`src/rtl/divider_pkg.sv`:
```
// Shared arithmetic package: sequential-ALU state encoding and width helpers.
package divider_pkg;

    typedef enum logic [1:0] {
        IDLE = 2'd0,
        RUN  = 2'd1,
        DONE = 2'd2
    } arith_state_e;

    localparam int unsigned DEFAULT_BITS = 8;

    // Down-counter width able to hold the value BITS.
    function automatic int unsigned div_count_w(input int unsigned bits);
        return $clog2(bits + 1);
    endfunction

endpackage

```
`src/rtl/divider_if.sv`:
```
// Start/finished handshake and operand/result bus of the sequential divider.
interface divider_if #(
    parameter int unsigned BITS = 8
);
    logic            i_start;
    logic [BITS-1:0] i_dividend;
    logic [BITS-1:0] i_divisor;
    logic            o_busy;
    logic            o_finished;
    logic            o_error;
    logic [BITS-1:0] o_quotient;
    logic [BITS-1:0] o_remainder;

    modport slave (
        input  i_start, i_dividend, i_divisor,
        output o_busy, o_finished, o_error, o_quotient, o_remainder
    );

    modport master (
        output i_start, i_dividend, i_divisor,
        input  o_busy, o_finished, o_error, o_quotient, o_remainder
    );
endinterface

```
`src/rtl/divider_adder.sv`:
```
// Plain unsigned ripple adder with carry out, reused for the trial subtraction.
module divider_adder #(
    parameter int unsigned BITS = 9
) (
    input  logic [BITS-1:0] i_a,
    input  logic [BITS-1:0] i_b,
    output logic [BITS-1:0] o_sum,
    output logic            o_carry
);

    assign {o_carry, o_sum} = {1'b0, i_a} + {1'b0, i_b};

endmodule

```
`src/rtl/divider.sv`:
```
// Sequential unsigned restoring divider: one quotient bit per clock by shift-subtract.
module divider
    import divider_pkg::*;
#(
    parameter int unsigned BITS = DEFAULT_BITS
) (
    input  logic     i_clock,
    input  logic     i_reset_n,
    divider_if.slave bus
);

    localparam int unsigned W1 = BITS + 1;
    localparam int unsigned CW = div_count_w(BITS);

    arith_state_e    state_q, state_d;
    logic [BITS-1:0] rem_q, rem_d;
    logic [BITS-1:0] quo_q, quo_d;
    logic [CW-1:0]   count_q, count_d;
    logic [W1-1:0]   ndiv_q, ndiv_d;
    logic            busy_q, busy_d;
    logic            finished_q, finished_d;
    logic            error_q, error_d;
    logic [BITS-1:0] quotient_q, quotient_d;
    logic [BITS-1:0] remainder_q, remainder_d;

    logic [W1-1:0]   shifted;
    logic [W1-1:0]   trial;
    logic            carry_unused;

    assign shifted = {rem_q, quo_q[BITS-1]};

    // trial = shifted - divisor; trial[BITS] set means the subtraction borrowed.
    divider_adder #(.BITS(W1)) u_trial (
        .i_a     (shifted),
        .i_b     (ndiv_q),
        .o_sum   (trial),
        .o_carry (carry_unused)
    );

    always_ff @(posedge i_clock or negedge i_reset_n) begin
        if (!i_reset_n) begin
            state_q     <= IDLE;
            rem_q       <= '0;
            quo_q       <= '0;
            count_q     <= '0;
            ndiv_q      <= '0;
            busy_q      <= 1'b0;
            finished_q  <= 1'b0;
            error_q     <= 1'b0;
            quotient_q  <= '0;
            remainder_q <= '0;
        end else begin
            state_q     <= state_d;
            rem_q       <= rem_d;
            quo_q       <= quo_d;
            count_q     <= count_d;
            ndiv_q      <= ndiv_d;
            busy_q      <= busy_d;
            finished_q  <= finished_d;
            error_q     <= error_d;
            quotient_q  <= quotient_d;
            remainder_q <= remainder_d;
        end
    end

    always_comb begin
        state_d     = state_q;
        rem_d       = rem_q;
        quo_d       = quo_q;
        count_d     = count_q;
        ndiv_d      = ndiv_q;
        busy_d      = busy_q;
        finished_d  = 1'b0;
        error_d     = error_q;
        quotient_d  = quotient_q;
        remainder_d = remainder_q;

        case (state_q)
            IDLE, DONE: begin
                if (bus.i_start) begin
                    state_d = RUN;
                    rem_d   = '0;
                    quo_d   = bus.i_dividend;
                    count_d = CW'(BITS);
                    ndiv_d  = W1'(~{1'b0, bus.i_divisor}) + W1'(1);
                    error_d = (bus.i_divisor == '0);
                    busy_d  = 1'b1;
                end else begin
                    state_d = IDLE;
                end
            end
            RUN: begin
                if (count_q != '0) begin
                    rem_d   = trial[BITS] ? shifted[BITS-1:0] : trial[BITS-1:0];
                    quo_d   = {quo_q[BITS-2:0], ~trial[BITS]};
                    count_d = count_q - CW'(1);
                end else begin
                    // All bits resolved: publish results for exactly one DONE cycle.
                    state_d     = DONE;
                    busy_d      = 1'b0;
                    finished_d  = 1'b1;
                    quotient_d  = quo_q;
                    remainder_d = rem_q;
                end
            end
            default: state_d = IDLE;
        endcase
    end

    assign bus.o_busy      = busy_q;
    assign bus.o_finished  = finished_q;
    assign bus.o_error     = error_q;
    assign bus.o_quotient  = quotient_q;
    assign bus.o_remainder = remainder_q;

endmodule
```
`src/flat_wrapper.sv`:
```
// flat-port wrapper written by rule: the top's interface ports become plain ports
module divider_flat import divider_pkg::*;
#(
    parameter int unsigned BITS = DEFAULT_BITS
)
  (i_clock, i_reset_n, bus_i_start, bus_i_dividend, bus_i_divisor, bus_o_busy, bus_o_finished, bus_o_error, bus_o_quotient, bus_o_remainder);
  divider_if #(.BITS(BITS)) bus_i ();
  input  logic i_clock;
  input  logic i_reset_n;
  input wire logic [$bits(bus_i.i_start)-1:0] bus_i_start;
  input wire logic [$bits(bus_i.i_dividend)-1:0] bus_i_dividend;
  input wire logic [$bits(bus_i.i_divisor)-1:0] bus_i_divisor;
  output wire logic [$bits(bus_i.o_busy)-1:0] bus_o_busy;
  output wire logic [$bits(bus_i.o_finished)-1:0] bus_o_finished;
  output wire logic [$bits(bus_i.o_error)-1:0] bus_o_error;
  output wire logic [$bits(bus_i.o_quotient)-1:0] bus_o_quotient;
  output wire logic [$bits(bus_i.o_remainder)-1:0] bus_o_remainder;
  assign bus_i.i_start = bus_i_start;
  assign bus_i.i_dividend = bus_i_dividend;
  assign bus_i.i_divisor = bus_i_divisor;
  assign bus_o_busy = bus_i.o_busy;
  assign bus_o_finished = bus_i.o_finished;
  assign bus_o_error = bus_i.o_error;
  assign bus_o_quotient = bus_i.o_quotient;
  assign bus_o_remainder = bus_i.o_remainder;
  divider #(.BITS(BITS)) u_core (.i_clock(i_clock), .i_reset_n(i_reset_n), .bus(bus_i));
endmodule
```
`config.mk`:
```
export PLATFORM = sky130hd
export DESIGN_NAME = divider_flat
export DESIGN_NICKNAME = d
export VERILOG_FILES = /design/src/rtl/divider_pkg.sv /design/src/rtl/divider_if.sv /design/src/rtl/divider_adder.sv /design/src/rtl/divider.sv /design/src/flat_wrapper.sv
export SDC_FILE = /design/constraint.sdc
export NUM_CORES = 1
export LEC_CHECK = 0
export CORE_ASPECT_RATIO = 1.5
export CORE_MARGIN = 5
export CORE_UTILIZATION = 55
export DETAILED_ROUTE_END_ITERATION = 7
export DONT_BUFFER_PORTS = 1
export PLACE_DENSITY = 0.7
export SETUP_SLACK_MARGIN = 0.3
export SLEW_MARGIN = 20
export SYNTH_ARGS = -nofsm -noshare
export SYNTH_HDL_FRONTEND = slang
export SYNTH_SLANG_ARGS = --single-unit
```
`constraint.sdc`:
```
create_clock -name i_clock -period 5.7 [get_ports i_clock]
set_input_delay 1.71 -clock i_clock [delete_from_list [all_inputs] [get_ports i_clock]]
set_output_delay 1.71 -clock i_clock [all_outputs]
set_load 0.03 [all_outputs]
```
==> results of run 1 <==
-- report_power, final --
part	total (mW)	switching [mW]	leakage, nW	internal (mW)
Clock	0.210	0.123	0.0408	0.0879
Sequential	0.755	0.238	0.615	0.517
Combinational	0.782	0.464	0.643	0.318
-- state kept, by name, indices dropped and copies added (netlist names) --
signal                  count
u_core.bus.o_remainder      8
u_core.ndiv_q               9
u_core.state_q              2
u_core.count_q              4
u_core.bus.o_error          1
u_core.bus.o_quotient       8
u_core.bus.o_finished       1
u_core.bus.o_busy           1
u_core.rem_q                8
u_core.quo_q                8
-- path summary, 6_finish.rpt --
kind | start | slack (ns) | end
worst max-delay path | u_core.quo_q[7] | 2.82 | u_core.rem_q[5]
worst min-delay path | u_core.ndiv_q[4] | 0.49 | u_core.ndiv_q[4]
worst max register to register | u_core.quo_q[7] | 2.82 | u_core.rem_q[5]
worst min register to register | u_core.ndiv_q[4] | 0.49 | u_core.ndiv_q[4]
max in group asynchronous | i_reset_n | 4.51 | u_core.ndiv_q[6]
min in group asynchronous | i_reset_n | 1.09 | u_core.bus.o_quotient[6]
-- synthesized netlist by cell type --
master	instances
nand2_1	94
dfrtp_1	50
nor2_1	21
o21ai_0	12
ha_1	10
xor2_1	9
a31oi_1	7
inv_1	7
nand4_1	6
buf_2	5
clkbuf_1	5
nand3_1	5
o211ai_2	5
a21o_1	4
a21oi_1	4
nor3b_1	4
xnor2_1	4
nand2b_1	3
nor2b_1	3
o211ai_1	3
o221ai_1	3
nor3_1	2
nor4_1	2
a211o_1	1
a211oi_1	1
a211oi_2	1
a221oi_1	1
a311o_1	1
and2_1	1
buf_4	1
buf_6	1
clkinv_1	1
fa_1	1
nand4bb_1	1
o211a_1	1
o21a_1	1
o31ai_2	1
or3b_2	1
-- logic make-up (layout without fill, tap and decap cells) --
family | count (synthesis) | after routing | synth area share [%]
fa+ha+maj | 11 | 11 | 5.68
flops | 50 | 50 | 48.9
buf+inv | 20 | 17 | 3.62
simple gates | 143 | 143 | 23.9
xor+xnor | 13 | 13 | 4.45
compound gates | 46 | 46 | 13.4
-- layer usage --
layer	track usage, %	up-vias	share of wire [%]
li1	-	949	-
met1	21.7	904	42
met2	28.0	53	49
met3	3.73	11	5.4
met4	8.13	0	2.8
met5	0	-	0
-- layout make-up --
class / count / area [µm²]
clock buffers: 5 / 68.8
repair buffers: 1 / 7.51
inverters: 8 / 30.0
fillers: 403 / 1850
well taps: 48 / 60.1
clock inverters: 3 / 23.8
multi-input cells: 213 / 1210
flip-flops and latches: 50 / 1250
-- worst min-delay path, cell delays in order (launching register included) --
cell and delay (ns):
dfrtp_1 0.35, nand2_1 0.05, o21ai_0 0.06
==> summary.txt, run 1 <==
Max-cap violations = 0
Post-Synthesis Cell Area = 2560 µm²
Total negative slack = 0 ns
Top cell type's share of synthesized area = 48.9%
Max_slew headroom = 40.3%
Number of global-route vias before repair = 1819
Sequential-to-total area share from yosys stat = 48.9%
Max IR drop VDD = 0.000307 V
Nets@finish = 309
P per Cell Area = 659 nW/µm²
DR iter-0 viols = 145
Final core utilization = 58.9%
Drc violations = 0
Slew Limit Fails = 0
Most common cell on crit path = o221ai_1
CTS buffer count = 5
Synthesized instance count = 283
Min cycle time layout = 2.88 ns
Total gr overflow = 0
Data arrival, critical path = 3.06 ns
Syn nets = 313
Clk_skew = 0.00606 ns
Category of the most critical setup path = register to register
Die Height = 93.5 µm
Final ANT Viol Nets = 0
Root buffer cell = clkbuf_8
Detailed Routing Iterations Pass 1 = 4
CP Launch Type = register
Placed Area = 2560 µm²
WL/cell = 14.9 µm
CP delay by family, top = compound AO/OA/AOI/OAI gates
Fmax = 347 MHz
Leakage power = 1.30 nW
Vias/cell = 5.84
Largest buffer count on any clock path = 2
First-pass GRT wire length = 8.20 mm
Critical path depth in cells = 7
Initial antenna violation count = 0
Critical Path RT = 5.88 ns
Commonest non-fill, non-tap cell in the layout = nand2_1
Type of the worst min-delay path = register to register
Synth cell types = 38
Syn_area_per_cell = 9.03 µm²
Routed via count = 1917
Worst skew pair latency = 0.31 ns
Final Instance Area = 2650 µm²
Final WS setup = 2.82 ns
Clock slew at reported path FFs = 0.10 ns
Synthesis-to-layout area growth = 3.82%
Synth area leader = dfrtp_1
H-Tree Depth = 2
Non-Filler Instances = 328
Largest net degree at the start of global routing = 51
Gr usage total = 17.3%
CTS tree = done
CTS resizes = 0
Fraction of layout cells with a size suffix above 1 = 6.07%
Ports = 38
Post-CTS setup buffers = 0
Row count = 30
Worst hold path depth = 2
DRT Wirelength = 4.88 mm
Post-placement cell count = 320
Seq cells post-synth = 50
Die Width = 65.7 µm
RSZ-0062 raised after global routing = false
Antenna diode count = 0
Overall Power = 1.75 mW
Top post-synthesis cells by area = dfrtp_1, nand2_1, ha_1
DP Wirelength = 3.68 mm
Starting density of the core = 56.8%
Final Cycle Share = 50.5%
Clock Sinks = 50
Pre-CTS setup slack = 2.51 ns
YS warnings = 0
Cells on worst reg2reg path = 7
CP Max Fanout = 11
Final Wtd Congestion = 0.843
Core area = 4500 µm²
Hold_buf cts = 0
Cell breakdown of the critical path = ha_1 -> fa_1 -> a211oi_2 -> o31ai_2 -> o221ai_1 -> and2_1 -> o221ai_1
PortBufs = 0
Status = complete, no violations
Total die area = 6140 µm²
Final Hold Viols = 0
WP buf/inv = 0
CP endpoint kind = register
Critical Path Max Stage Delay = 0.65 ns
CP max stage cell = o221ai_1
Final setup vio count = 0
Most frequent cells in the layout = nand2_1, dfrtp_1, nor2_1
WHS = 0.489 ns
Worst-Margin Slew = 0.892 ns
Note: power is estimated with default switching activity, not from simulation.
==> run 2: changes to the inputs <==
Settings changed: PLACE_DENSITY 0.7 to 0.73.
Clock period 5.7 ns to 2.5 ns, I/O delays scaled along.
==> summary.txt, run 2 (synthesized netlist as in run 1, its figures left out) <==
Status = complete, no violations
Placed Area = 2620 µm² (+2.3%)
Final core utilization = 61.4% (+2.5 points)
Starting density of the core = 56.8% (unchanged)
Fraction of layout cells with a size suffix above 1 = 11.3% (+5.2 points)
Max IR drop VDD = 0.000655 V (+110%)
Final Hold Viols = 0 (unchanged)
Category of the most critical setup path = register to register
Total gr overflow = 0 (unchanged)
Type of the worst min-delay path = input pin to async pin
Final Instance Area = 2770 µm² (+4.3%)
Non-Filler Instances = 340 (+3.7%)
Die Width = 65.7 µm (unchanged)
Row count = 30 (unchanged)
Final Cycle Share = 86.3% (+36 points)
CP endpoint kind = register
Final setup vio count = 0 (unchanged)
Worst skew pair latency = 0.30 ns (about the same)
Register with the most flip-flops = u_core.ndiv_q
Antenna diode count = 0 (unchanged)
Cells on worst reg2reg path = 8 (+1)
Critical path launch point = u_core.quo_q[7]
Root buffer cell = clkbuf_8
Vias/cell = 5.71 (-2.3%)
Final ANT Viol Nets = 0 (unchanged)
RSZ-0062 raised after global routing = true
Leakage power = 1.36 nW (+4.5%)
Commonest non-fill, non-tap cell in the layout = nand2_1
Ports = 38 (unchanged)
Detailed Routing Iterations Pass 1 = 4 (unchanged)
First-pass GRT wire length = 8.26 mm (+0.67%)
CP Max Fanout = 10 (-1)
Fill count = 387 (-4.0%)
PortBufs = 0 (unchanged)
Multi-input gate area = 1240 µm² (+2.4%)
Max-cap violations = 0 (unchanged)
Die Height = 93.5 µm (unchanged)
Clk_skew = 0.00727 ns (+0.00120 ns)
Total negative slack = 0 ns (unchanged)
Largest net degree at the start of global routing = 51 (unchanged)
CTS buffer count = 5 (unchanged)
DRT Wirelength = 5.05 mm (+3.5%)
Data arrival, critical path = 2.34 ns (-0.72 ns)
Worst setup path endpoint = u_core.rem_q[1]
Most frequent cells in the layout = nand2_1, dfrtp_1, nor2_1
Drc violations = 0 (unchanged)
Nets@finish = 321 (+3.9%)
Slew Limit Fails = 0 (unchanged)
CTS tree = done
Fmax = 463 MHz (+33%)
DP Wirelength = 3.70 mm (+0.66%)
Reg area = 1250 µm² (unchanged)
Largest buffer count on any clock path = 2 (unchanged)
Largest register FFs = 9 (unchanged)
Post-placement cell count = 328 (+2.5%)
Worst-Margin Slew = 0.490 ns (-0.401 ns)
Core area = 4500 µm² (unchanged)
Synthesis-to-layout area growth = 8.27%
Max_slew headroom = 67.1% (+27 points)
Routed via count = 1941 (+1.3%)
Crit Reg-Reg Endpoint = u_core.rem_q[1]
CP Launch Type = register
DR iter-0 viols = 105 (-28%)
Critical Path RT = 2.68 ns (-3.20 ns)
Min cycle time layout = 2.16 ns (-0.723 ns)
R2R Setup Slk = 0.34 ns (-2.48 ns)
Total die area = 6140 µm² (unchanged)
WL/cell = 14.9 µm (-0.17%)
Worst r2r src = u_core.quo_q[7]
H-Tree Depth = 2 (unchanged)
Clock slew at reported path FFs = 0.09 ns (about the same)
Gr usage total = 17.1% (-0.19 points)
Final Wtd Congestion = 0.921 (+9.2%)
Initial antenna violation count = 0 (unchanged)
Clock Sinks = 50 (unchanged)
P per Cell Area = 1520 nW/µm² (+130%)
Number of global-route vias before repair = 1759 (-3.3%)
==> run 2: critical path: stages (launching register included) <==
cell,delay [ns]
dfrtp_1,0.39
ha_2,0.20
fa_2,0.37
a211oi_4,0.28
o31ai_4,0.13
a311o_1,0.29
buf_4,0.18
nand4_1,0.11
o211ai_2,0.09
==> run 2: area by class of cell <==
class                           instances  area share, %
Multi-Input combinational cell        213           44.8
Clock inverter                          3          0.769
Timing Repair Buffer                   13           3.44
Inverter                                8           1.08
Clock buffer                            5           2.49
Tap cell                               48           2.17
Sequential cell                        50           45.2
==> run 2: worst min path at each step <==
stage                                      to  slack, ns      start  cells after the start
floorplan                   u_core.bus.o_busy       0.45  i_reset_n                      0
global placement        u_core.bus.o_finished       0.46  i_reset_n                      0
global route        u_core.bus.o_remainder[1]       0.11  i_reset_n                      0
finish                  u_core.bus.o_finished       0.13  i_reset_n                      0
detailed placement      u_core.bus.o_finished       0.46  i_reset_n                      0
CTS                           u_core.rem_q[7]       0.13  i_reset_n                      0
==> run 2: timing repair <==
item | 4_1_cts | 5_1_grt
hold buffers | 0 | 0
buffers inserted | 3 | 0
setup endpoints to repair | 9 | 8
resized for setup | 3 | 4
pin swaps | 5 | 3
gates cloned | 0 | 1
==> run 2: per-stage QoR <==
stage          hold WS [ns]  total power [mW]  setup slack, ns
6_report              0.131              4.22            0.341
4_1_cts               0.127              4.15            0.336
3_5_place_dp          0.456              3.63            0.158
5_1_grt               0.115              4.58            0.261
2_1_floorplan         0.454              3.23            0.307
3_3_place_gp          0.456              3.59            0.216
==> run 2: power breakdown <==
group | leakage (nW) | internal, mW | switching, mW
Combinational | 0.698 | 0.884 | 1.16
Clock | 0.0441 | 0.197 | 0.266
Sequential | 0.615 | 1.18 | 0.531
==> run 2: metal layers <==
layer | vias up | global-route usage [%] | wire [µm]
met5 | - | 0 | 0
met1 | 907 | 21.7 | 2160
met3 | 7 | 3.49 | 279
li1 | 973 | - | -
met4 | 0 | 5.19 | 58
met2 | 54 | 29.0 | 2560
==> edit 1: new RTL, flow settings as in run 2 <==
Change the package constant `DEFAULT_BITS` from 8 to 6.
--- a/src/rtl/divider_pkg.sv
+++ b/src/rtl/divider_pkg.sv
@@ -9,3 +9,3 @@
 
-    localparam int unsigned DEFAULT_BITS = 8;
+    localparam int unsigned DEFAULT_BITS = 6;
 
Ports: changed (resized bus_i_dividend, bus_i_divisor, bus_o_quotient and bus_o_remainder); port bits go from 38 to 30. The function was not compared with the original's and may differ.
==> edit 1 against run 2 <==
Synthesized cell count decreased by 33%; count of clock-buffer cells in the layout did not move; routed wire length decreased by 20%; total power fell by 22%; sequential cell count shrank 11; combinational power decreased by 24%; final area fell by 21%; critical path depth is the same; worst setup slack gained 0.066 ns; area after synthesis decreased by 21%.
==> edit 1: results (changes against run 2) <==
| Metric | Value |
|---|---|
| Post-CTS Resized | `1 (-2)` |
| First-pass GRT wire length | `6.87 mm (-17%)` |
| DP Area | `2060 sq um (-21%)` |
| Worst vdd ir | `0.929 mV (+42%)` |
| Slowest cell on the critical path | `fa_1` |
| Layout net count | `217 (-32%)` |
| H-tree levels | `2 (unchanged)` |
| Ys async rst share | `100% (unchanged)` |
| Warnings, synthesis | `0 (unchanged)` |
| Syn avg cell area | `10.7 sq um (+19%)` |
| Crit path DAT | `2.29 ns (-0.05 ns)` |
| R2R Path Start | `u_core.ndiv_q[0]` |
| Bufs on Longest Clock Path | `2 (unchanged)` |
| Ys flop type | `dfrtp_1` |
| Yosys cell types | `40 (+5.3%)` |
| Clock transition at the registers of the reported paths | `about 0.08 ns` |
| Share of layout cells above drive strength 1 | `20.2% (+8.9 points)` |
| Top reg by flops | `u_core.ndiv_q` |
| Worst-Margin Slew | `0.489 ns (-0.00147 ns)` |
| Num CTS Buffers | `5 (unchanged)` |
| Register-to-Register Setup Slack | `0.41 ns (+0.07 ns)` |
| Metal3 WL | `125 microns (-55%)` |
| DRT Wirelength | `4.02 mm (-20%)` |
| Met1 global-route usage | `21.6% (-0.050 points)` |
| Top post-synthesis cells by area | `dfrtp_1, mux2_2, ha_1` |
| CP max stage delay | `0.38 ns` |
| DR WL met2 | `2.21 mm (-13%)` |
| Clock root buffer | `clkbuf_8` |
| Worst reg2reg endpoint | `u_core.rem_q[1]` |
| Postcts setup bufs | `0 (-3)` |
| Largest net degree at the start of global routing | `40 (-22%)` |
| Met3 Resource Use GR | `4.00% (+0.51 points)` |
| Max FFs per register | `7 (-2)` |
| GPL Wtd Cong | `0.861 (-6.5%)` |
| CP max FO | `8 (-2)` |
| Fillers | `306 (-21%)` |
| Initial antenna violation count | `0 (unchanged)` |
| Status | `completed` |
| Worst min path class | `in2async` |
| Initial drt markers | `29 (-72%)` |
| Clk_lat worst skew | `roughly 0.29 ns` |
| Metal-1 WL | `1.58 mm (-26%)` |
| Post-DP HPWL | `3.00 mm (-19%)` |
| Placed insts | `227 (-31%)` |
| Vias in the first global route | `1398 (-21%)` |
| Worst slack, placed | `0.234 ns (+0.0757 ns)` |
| GRT met2 Usage | `30.4% (+1.4 points)` |
| Top cells by count, synth | `dfrtp_1, nand2_1, o21ai_0` |
| CP top delay family | `compound AO/OA/AOI/OAI gates` |
| Worst Skew | `0.00379 ns (-0.00348 ns)` |
| DR vias | `1341 (-31%)` |
| Syn Nets | `214 (-32%)` |
| Leakage dissipation | `1.00 nW (-26%)` |
| Hold slack | `0.148 ns (+0.0169 ns)` |
| Overall Global Routing Usage | `18.1% (+0.92 points)` |
| Max Used Layer | `met4` |
| Register area share after synthesis | `48.2% (-0.77 points)` |
| Port Buffers | `0 (unchanged)` |
| Via density | `5.68 (-0.47%)` |
[edit 1: cell types whose count changed after synthesis, moves of 5 or more]
cell / before / now
o21ai_0: 12 / 17
nand2_1: 94 / 27
nand4_1: 6 / 0
mux2i_1: 0 / 5
nor2_1: 21 / 10
dfrtp_1: 50 / 39
a31oi_1: 7 / 1
mux2_2: 0 / 13
[edit 1: how the worst max path moves through the flow]
stage / endpoint / depth (start not counted) / from / slack [ns]
global route: u_core.rem_q[1] / 8 / u_core.quo_q[5] / 0.28
floorplan: u_core.rem_q[1] / 9 / u_core.quo_q[5] / 0.41
global placement: u_core.rem_q[1] / 8 / u_core.quo_q[5] / 0.29
detailed placement: u_core.rem_q[1] / 8 / u_core.quo_q[5] / 0.23
CTS: u_core.rem_q[1] / 8 / u_core.quo_q[5] / 0.31
finish: u_core.rem_q[1] / 8 / u_core.ndiv_q[0] / 0.41
[edit 1: final cells by class]
type / count / area, sq um / area share [%]
multi-input combinational: 133 / 1000 / 45.9
sequential: 39 / 976 / 44.6
clock buffer: 5 / 68.8 / 3.15
tap: 43 / 53.8 / 2.46
inverter: 9 / 33.8 / 1.55
timing repair buffer: 4 / 30.0 / 1.37
clock inverter: 3 / 20.0 / 0.916
[edit 1: cell families (layout without fill, tap and decap cells)]
group	Yosys count	in the layout	synth area share, %
AND/OR/NAND/NOR	59	59	13.8
AO/OA/AOI/OAI	39	39	14.6
flip-flops	39	39	48.2
multiplexers	18	18	9.70
buffers and inverters	17	21	3.77
adder cells (fa/ha/maj)	10	10	6.55
XOR/XNOR	7	7	3.40
[edit 1: power breakdown]
part / switching (mW) / total [mW] / internal, mW
registers: 0.403 / 1.32 / 0.912
clock network: 0.224 / 0.418 / 0.194
logic: 0.856 / 1.56 / 0.705
==> edit 2: new RTL, settings of run 2 <==
Made on the original files. Encoding of `arith_state_e`: now one-hot (3 bits for 3 states).
--- a/src/rtl/divider_pkg.sv
+++ b/src/rtl/divider_pkg.sv
@@ -3,6 +3,6 @@
 
-    typedef enum logic [1:0] {
-        IDLE = 2'd0,
-        RUN  = 2'd1,
-        DONE = 2'd2
+    typedef enum logic [2:0] {
+        IDLE = 3'b001,
+        RUN  = 3'b010,
+        DONE = 3'b100
     } arith_state_e;
Check against the original RTL: no difference found for any inputs over 10 cycles, from zero or initial values and one cycle with i_reset_n low; not proved beyond that.
==> edit 2 against run 2 <==
Sequential cell count grew 1; routed wire length shrank 1.9%; synthesized cell count shrank 8.5%; final area shrank 0.32%; worst setup slack lost 0.052 ns; area after synthesis shrank 0.93%; final cell count shrank 7.4%.
Power is not compared: it rests on default switching activity, and its combinational part moved more than twofold at a synthesized area within 25%.
==> edit 2: results (changes against run 2) <==
| Metric | Value |
|---|---|
| Initial antenna violation count | `0 (unchanged)` |
| Register area share after synthesis | `50.4% (+1.5 points)` |
| Top reg by flops | `u_core.ndiv_q` |
| Via density | `5.55 (-2.8%)` |
| DP Area | `2600 sq um (-0.86%)` |
| Max FFs per register | `9 (unchanged)` |
| Clock root buffer | `clkbuf_8` |
| CP top delay family | `adder cells` |
| Overall Global Routing Usage | `18.5% (+1.3 points)` |
| Cells after Synth | `259 (-8.5%)` |
| Top cells by count, synth | `nand2_1, dfrtp_1, o21ai_0` |
| DRT Wirelength | `4.95 mm (-1.9%)` |
| Vias in the first global route | `1872 (+6.4%)` |
| First-pass GRT wire length | `8.80 mm (+6.5%)` |
| Worst slew margin | `65.3% (-1.8 points)` |
| DR vias | `1748 (-9.9%)` |
| Layout net count | `297 (-7.5%)` |
| Fillers | `388 (+0.26%)` |
| Num CTS Buffers | `5 (unchanged)` |
| GPL Wtd Cong | `0.823 (-11%)` |
| Ys async rst share | `100% (unchanged)` |
| Status | `completed` |
| Clock transition at the registers of the reported paths | `approximately 0.1 ns` |
| Worst Skew | `0.0125 ns (+0.00527 ns)` |
| CP max FO | `3 (-7)` |
| Leakage dissipation | `1.30 nW` |
| Post-DP HPWL | `3.64 mm (-1.7%)` |
| DRT Pass-1 Iters | `4 (unchanged)` |
| Share of layout cells above drive strength 1 | `10.1% (-1.2 points)` |
| Syn Nets | `290 (-7.3%)` |
| Initial drt markers | `45 (-57%)` |
| Area grow syn2layout | `8.94%` |
| Warnings, synthesis | `0 (unchanged)` |
| Top post-synthesis cells by area | `dfrtp_1, nand2_1, mux2i_1` |
| Largest net degree at the start of global routing | `52 (+2.0%)` |
| Port Buffers | `0 (unchanged)` |
-- edit 2: cell types whose count changed in the layout (fill, tap and decap cells not counted), sizes merged, moves of 5 or more --
cell,run 2,this run
mux2i,0,15
nand2,94,80
buf,13,8
a31oi,7,1
nand4,6,0
o211ai,8,0
o21ai,12,29
nor2,21,10
-- edit 2: layout make-up --
type	count	share of cell area [%]
flip-flops and latches	51	46.3
multi-input cells	192	43.6
repair buffers	8	2.63
clock buffers	5	2.49
well taps	48	2.18
clock inverters	3	1.68
inverters	8	1.09
-- edit 2: power by group through the flow --
stage | clock network, mW | registers [mW] | logic [mW]
final | 0.585 | 1.53 | 0.921
after global routing | 0.627 | 1.57 | 1.06
after CTS | 0.595 | 1.54 | 0.935
after detailed placement | 0 | 1.56 | 0.904
after global placement | 0 | 1.55 | 0.869
after floorplan | 0 | 1.49 | 0.725
-- edit 2: what timing repair did --
| action | in CTS | in global routing |
|---|---|---|
| gates resized for setup | 1 | 0 |
| setup buffers | 4 | 0 |
| endpoints found under the hold margin | 0 | 0 |
| endpoints found under the setup margin | 9 | 8 |
-- edit 2: through the flow --
| stage | setup WS, ns | hold WS, ns |
|---|---|---|
| 3_3_place_gp | 0.201 | 0.456 |
| 2_1_floorplan | 0.304 | 0.454 |
| 4_1_cts | 0.287 | 0.110 |
| 5_1_grt | 0.153 | 0.0972 |
| 3_5_place_dp | 0.118 | 0.455 |
| 6_report | 0.290 | 0.116 |
-- edit 2: path summary, 6_finish.rpt --
path	from	endpoint	slack (ns)	cells after the start
max reg2reg	u_core.ndiv_q[0]	u_core.rem_q[7]	0.29	9
min reg2reg	u_core.ndiv_q[4]	u_core.ndiv_q[4]	0.50	2
min	i_reset_n	u_core.bus.o_finished	0.12	0
max in group asynchronous	i_reset_n	u_core.state_q[0]	2.18	0
max	u_core.ndiv_q[0]	u_core.rem_q[7]	0.29	9
min in group i_clock	u_core.ndiv_q[4]	u_core.ndiv_q[4]	0.50	2
-- edit 2: kinds of logic after synthesis --
family          Yosys count  share of synthesized area (%)
xor+xnor                 16                           6.28
simple gates            104                           17.0
flops                    51                           50.4
fa+ha+maj                12                           6.23
buf+inv                  16                           2.42
mux                      15                           5.93
compound gates           45                           11.7
-- edit 2: routing by layer --
layer  GRT usage, %  vias up  routed length (microns)  part of all wire [%]
met5              0        -                        0                     0
met4           5.19        0                       54                   1.1
met3           4.45        5                      194                   3.9
met2           32.9       24                     2750                    56
met1           21.8      845                     1950                    39
li1               -      874                        -                     -
